$ cat src/rtl/serial_arith_pkg.sv
// Shared types and defaults for the bit-serial arithmetic blocks.
package serial_arith_pkg;

    // Operation sequencing: wait for operands, shift bits, present the result
    typedef enum logic [1:0] {
        IDLE = 2'd0,
        RUN  = 2'd1,
        DONE = 2'd2
    } state_e;

    localparam int DEFAULT_WIDTH = 8;

endpackage

$ cat src/rtl/full_adder.sv
// Single-bit full adder: the one arithmetic cell of the bit-serial datapath.
module full_adder (
    input  logic a,
    input  logic b,
    input  logic c_in,
    output logic s,
    output logic c_out
);

    assign s     = a ^ b ^ c_in;
    assign c_out = (a & b) | (c_in & (a ^ b));

endmodule

$ cat src/rtl/serial_add_sub.sv
// Bit-serial WIDTH-bit adder, LSB first, one full_adder cell plus a carry flop.
// Operands arrive on a valid/ready port, the result leaves on another.
// Optional feature macro: SERIAL_ADD_SUB_SUB_EN enables subtraction (a + ~b + 1);
// without it the sub input is ignored and the block only adds.
module serial_add_sub
    import serial_arith_pkg::*;
#(
    parameter int WIDTH = DEFAULT_WIDTH
) (
    input  logic             clk,
    input  logic             rst_n,
    input  logic             in_valid,
    output logic             in_ready,
    input  logic [WIDTH-1:0] a,
    input  logic [WIDTH-1:0] b,
    input  logic             sub,
    output logic             out_valid,
    input  logic             out_ready,
    output logic [WIDTH-1:0] sum,
    output logic             c_out
);

    localparam int             CNT_W = $clog2(WIDTH);
    localparam logic [CNT_W-1:0] LAST_BIT = CNT_W'(WIDTH - 1);

    state_e             state_q,  state_d;
    logic [CNT_W-1:0]   count_q,  count_d;
    logic               carry_q,  carry_d;
    logic [WIDTH-1:0]   a_sr_q,   a_sr_d;
    logic [WIDTH-1:0]   b_sr_q,   b_sr_d;
    logic [WIDTH-1:0]   sum_sr_q, sum_sr_d;
    logic [WIDTH-1:0]   sum_q,    sum_d;
    logic               c_out_q,  c_out_d;

    logic               sub_eff;
    logic               fa_s;
    logic               fa_co;

`ifdef SERIAL_ADD_SUB_SUB_EN
    // Subtraction is selected per operation, sampled together with the operands
    assign sub_eff = sub;
`else
    // Pure adder build: the sub input has no function
    logic unused_sub;
    assign unused_sub = sub;
    assign sub_eff    = 1'b0;
`endif

    // The single bit-slice: current LSBs of both operands plus the running carry
    full_adder u_fa (
        .a     (a_sr_q[0]),
        .b     (b_sr_q[0]),
        .c_in  (carry_q),
        .s     (fa_s),
        .c_out (fa_co)
    );

    // State register; reset aborts any operation in flight
    always_ff @(posedge clk or negedge rst_n) begin
        if (!rst_n) begin
            state_q <= IDLE;
        end else begin
            state_q <= state_d;
        end
    end

    // Next-state logic: load on accept, finish after the last bit, leave DONE on handshake
    always_comb begin
        state_d = state_q;
        unique case (state_q)
            IDLE:    if (in_valid)            state_d = RUN;
            RUN:     if (count_q == LAST_BIT) state_d = DONE;
            DONE:    if (out_ready)           state_d = IDLE;
            default:                          state_d = IDLE;
        endcase
    end

    // Handshake outputs follow the state directly
    always_comb begin
        in_ready  = (state_q == IDLE);
        out_valid = (state_q == DONE);
    end

    // Datapath next values: load operands in IDLE, shift one bit per RUN cycle
    always_comb begin
        count_d  = count_q;
        carry_d  = carry_q;
        a_sr_d   = a_sr_q;
        b_sr_d   = b_sr_q;
        sum_sr_d = sum_sr_q;
        sum_d    = sum_q;
        c_out_d  = c_out_q;
        unique case (state_q)
            IDLE: begin
                if (in_valid) begin
                    // Subtract as a + ~b + 1: invert b and seed the carry with 1
                    a_sr_d  = a;
                    b_sr_d  = sub_eff ? ~b : b;
                    carry_d = sub_eff;
                    count_d = '0;
                end
            end
            RUN: begin
                a_sr_d   = {1'b0, a_sr_q[WIDTH-1:1]};
                b_sr_d   = {1'b0, b_sr_q[WIDTH-1:1]};
                sum_sr_d = {fa_s, sum_sr_q[WIDTH-1:1]};
                carry_d  = fa_co;
                count_d  = count_q + CNT_W'(1);
                if (count_q == LAST_BIT) begin
                    // Publish the result only once complete so sum never shows partial bits
                    sum_d   = {fa_s, sum_sr_q[WIDTH-1:1]};
                    c_out_d = fa_co;
                end
            end
            default: ;
        endcase
    end

    // Datapath registers; sum/c_out hold the last result until the next one completes
    always_ff @(posedge clk or negedge rst_n) begin
        if (!rst_n) begin
            count_q  <= '0;
            carry_q  <= 1'b0;
            a_sr_q   <= '0;
            b_sr_q   <= '0;
            sum_sr_q <= '0;
            sum_q    <= '0;
            c_out_q  <= 1'b0;
        end else begin
            count_q  <= count_d;
            carry_q  <= carry_d;
            a_sr_q   <= a_sr_d;
            b_sr_q   <= b_sr_d;
            sum_sr_q <= sum_sr_d;
            sum_q    <= sum_d;
            c_out_q  <= c_out_d;
        end
    end

    assign sum   = sum_q;
    assign c_out = c_out_q;

endmodule

$ cat config.mk
export PLATFORM = sky130hd
export DESIGN_NAME = serial_add_sub
export DESIGN_NICKNAME = d
export VERILOG_FILES = /design/src/rtl/serial_arith_pkg.sv /design/src/rtl/full_adder.sv /design/src/rtl/serial_add_sub.sv
export SDC_FILE = /design/constraint.sdc
export NUM_CORES = 1
export LEC_CHECK = 0
export BUFFER_PORTS_ARGS = -buffer_cell sky130_fd_sc_hd__buf_2
export CORE_AREA = 2 2 58 60
export DETAILED_ROUTE_END_ITERATION = 6
export DIE_AREA = 0 0 60 62
export PLACE_DENSITY = 0.87
export SLEW_MARGIN = 10
export SYNTH_ARGS = -nofsm -noshare
export SYNTH_HDL_FRONTEND = slang
export SYNTH_SLANG_ARGS = --single-unit
export TNS_END_PERCENT = 50
$ cat constraint.sdc
create_clock -name clk -period 2.1 [get_ports clk]
set_input_delay 0.42 -clock clk [delete_from_list [all_inputs] [get_ports clk]]
set_output_delay 0.42 -clock clk [all_outputs]
set_load 0.03 [all_outputs]
==> out/results.md <==
| Group | Parameter | Reported |
|:---|:---|:---|
| timing | Tightest slew margin relative to the limit | 0.440 |
| cts | # resized after CTS | 0 |
| routing | Via count normalized by instance count | 5.68 |
| cts | Post-CTS Hold Buffers | 0 |
| grt | Initial antenna violation count | 0 |
| worst setup path | Category of the most critical setup path | reg -> out |
| worst setup path | Arrival time at the worst endpoint | 1.42 ns |
| placement | Number of port buffers | 30 |
| placement | Cell count after placement | 203 |
| routing | Post-DR wirelength/cell | 15.5 um |
| timing | F_max | 544 MHz |
| routing | Post-detailed-route count of antenna-violating nets | 0 |
| pwr | IR Drop Worst-Case VDD | 0.863 mV |
| floorplan | Number of ports placed on the die boundary | 32 |
| synth | Number of synthesized flops with an enable pin | 0 |
| floorplan | Die span in x | 60 um |
| timing | Min Hold Slack | 0.172 ns |
| cts | Post-CTS setup buffer count | 0 |
| timing | Setup repair after global routing missed its margin | no |
| worst setup path | Critical path's largest stage delay | 0.68 ns |
| grt | Pin count of the biggest net entering global routing | 39 |
| finish | Post-synthesis to final-layout area growth | 11.6% |
| run status | Status | complete, no violations |
| timing | Count of final max-slew check failures | 0 |
| routing | First drt pass iteration count | 4 |
| floorplan | Core Box Area | 3180 um2 |
| grt | Vias in the first global route | 1,169 |
| pwr | Clock power frac | 0.132 |
| synth | Most frequent cell after synthesis | dfrtp_1 |
| placement | Placed Instance Area | 1930 um2 |
| timing | Aggregate negative setup slack | 0 ns |
| synth | Number of warnings issued by yosys | 0 |
| synth | Top post-synthesis cells by count | dfrtp_1, mux2_2, inv_1, nor3b_1 |
| finish | Final net count | 188 |
| floorplan | Floorplan die height | 62 um |
| worst setup path | CP required | 1.68 ns |
| synth | Share of synthesized area occupied by flip-flops and latches | 0.534 |
| timing | Part of the cycle the worst path needs | 0.875 |
| synth | Top_reg_cell synth | dfrtp_1 |
| cts | Clock Latency Late Sink | 0.34 ns |
| floorplan | Placement row count | 21 |
| timing | Transition time at the pin with the least slew margin | 0.841 ns |
| synth | Yosys top cell area share | 0.534 |
| timing | Hold Violations, Final | 0 |
| pwr | Power share of the combinational group | 0.432 |
| finish | Filler cell count | 252 |
| min path | HP Class | in -> async |
| synth | Synthesized flop and latch total | 38 |
| grt | GRT Overall Usage | 0.197 |
| finish | Final instance area | 1990 um2 |
| worst setup path | Crit-path max FO | 15 |
| placement | Placer congestion estimate | 0.719 |
| timing | Tmin final | 1.84 ns |
| pwr | Internal power consumption | 1.89 mW |
| floorplan | Effective utilization at floorplan | 0.560 |
| finish | Proportion of layout cells with a drive suffix above 1 | 0.406 |
| timing | Final setup violation count | 0 |
| pwr | Register share of total power | 0.436 |
| pwr | Power per unit of standard cell area | 1520 nW/um2 |
| synth | Mean area per synthesized cell | 13.4 um2 |
| routing | Post-detailed-route DRC marker count | 0 |
| worst setup path | Capturing element type of the critical path | output port |
| finish | Post-route non-filler standard cell count | 211 |
| pwr | Overall power | 3.02 mW |
| timing | Least setup slack across all paths after layout | 0.263 ns |
| cts | Buffer levels on the longest clock path | 2 |
| worst setup path | Max stage delay cell, worst path | dfrtp_1 |
| routing | Via count of the routed design | 1,198 |
| floorplan | Area enclosed by the die boundary | 3720 um2 |
| synth | Net Count, Synth | 157 |
| synth | Cell count after synthesis | 133 |
| worst setup path | Crit path cell chain | nand2b_1 -> inv_1 -> buf_2 |
| synth | Post-synthesis cell type with the largest combined area | dfrtp_1 |
| worst setup path | Kind of start point of the critical path | flip-flop |
| pwr | Fraction of power spent switching nets | 0.373 |
| cts | TritonCTS clock tree | yes |
| cts | Number of buffers added by the clock tree synthesis step | 5 |
| synth | Number of distinct standard cells referenced by the synthesized netlist | 30 |
| grt | Global-route wire length before repair | 5280 um |
| worst setup path | Kind of cell adding the most delay to the critical path | flip-flops |
| finish | Share of the core filled with cells in the final layout | 0.625 |
| routing | Final WL | 3270 um |
| timing | Setup clock skew after layout | 0.00927 ns |
| finish | Diode count | 0 |
| pwr | Leakage dissipation | 0.920 nW |
| grt | Sum of overflow across all layers after global routing | 0 |
| synth | Synth Cell Area | 1780 um2 |
| synth | Cell types with the largest area share after synthesis | dfrtp_1, mux2_2, buf_6 |
| worst setup path | Worst path buffer plus inverter count | 2 |
| placement | Worst-case setup slack after placement | 0.436 ns |
| cts | Root Buffer Master | clkbuf_4 |
| cts | H-tree depth | 2 |
| cts | Clk pin slew, worst setup/hold paths | 0.11 ns |
| cts | Clock Sink Count | 38 |
| job | Reported max-cap violation count | 0 |
| placement | Placed wire-length estimate | 2330 um |
| pwr | Switching power summed over all nets | 1.13 mW |
| synth | Share of flip-flops with an asynchronous set or reset | 1.00 |
| routing | Number of design-rule violations left by the first detailed-router iteration | 50 |
## cells in the final DEF, fill, tap and decap left out
cell type,count
a211oi_1,7
a21oi_1,1
a221o_1,1
a222oi_1,2
a22o_1,3
a32o_1,1
and2_1,1
buf_2,30
buf_4,6
clkbuf_1,1
clkbuf_4,5
clkbuf_8,1
clkinv_2,1
dfrtp_1,38
fa_1,1
ha_1,2
inv_1,10
mux2_2,16
mux2i_1,1
nand2b_1,3
nand2b_4,1
nand3b_1,1
nor2_1,1
nor2b_1,3
nor3b_1,8
nor4b_1,6
nor4b_2,1
o21ai_1,1
o21ba_2,1
o21bai_1,1
o221a_2,5
or4b_1,5
## cell families (layout without fill, tap and decap cells)
group                      Yosys count  count (layout)  synth area share
AOI/OAI and AO/OA                   23              23             0.114
muxes                               17              17             0.107
DFF                                 38              38             0.534
adders and majority gates            3               3            0.0253
and+or+nand+nor                     30              30             0.139
buffers and inverters               22              54            0.0809
## worst register-to-register path, stage by stage, from the launching register on
cell and delay (ns):
dfrtp_1 0.41, ha_1 0.21, ha_1 0.18, nand3b_1 0.37, mux2_2 0.40
## cell type report
| type | instances | area, um2 | area share |
|---|---|---|---|
| Multi-Input combinational cell | 73 | 684 | 0.345 |
| Timing Repair Buffer | 36 | 195 | 0.0983 |
| Clock inverter | 1 | 5.00 | 0.00252 |
| Sequential cell | 38 | 951 | 0.479 |
| Clock buffer | 7 | 55.1 | 0.0277 |
| Tap cell | 46 | 57.6 | 0.0290 |
| Inverter | 10 | 37.5 | 0.0189 |
## layer usage
layer / share of wire / vias up / global-route usage
met3: 0.053 / 11 / 0.0642
met5: 0 / - / 0
met4: 0.021 / 0 / 0.0921
met2: 0.49 / 37 / 0.311
met1: 0.44 / 599 / 0.249
li1: - / 551 / -
## worst paths after layout
path                                        startpoint                     end  slack [ns]  depth (start not counted)
worst min register to register  count_q[0]$_DFFE_PN0P_  count_q[0]$_DFFE_PN0P_        0.50                          1
worst max-delay path            state_q[1]$_DFFE_PN0P_               out_valid        0.26                          3
min in group clk                             out_ready  state_q[1]$_DFFE_PN0P_        0.24                          2
worst max register to register  count_q[0]$_DFFE_PN0P_      sum[4]$_DFFE_PN0P_        0.41                          4
max in group asynchronous                        rst_n   a_sr_q[3]$_DFFE_PN0P_        1.40                          1
worst min-delay path                             rst_n      sum[2]$_DFFE_PN0P_        0.17                          1
## sequential cells by signal, summed over array words and instances (netlist names)
signal	count
state_q	2
sum	8
c_out	1
sum_sr_q	7
a_sr_q	8
b_sr_q	8
carry_q	1
count_q	3
## power by group through the flow
stage | combinational [mW] | sequential [mW] | clock, mW
6_report | 1.31 | 1.32 | 0.398
5_1_grt | 1.43 | 1.37 | 0.445
4_1_cts | 1.32 | 1.32 | 0.409
3_5_place_dp | 1.32 | 1.34 | 0
3_3_place_gp | 1.25 | 1.31 | 0
2_1_floorplan | 0.938 | 1.42 | 0
(Power assumes the default switching activity.)
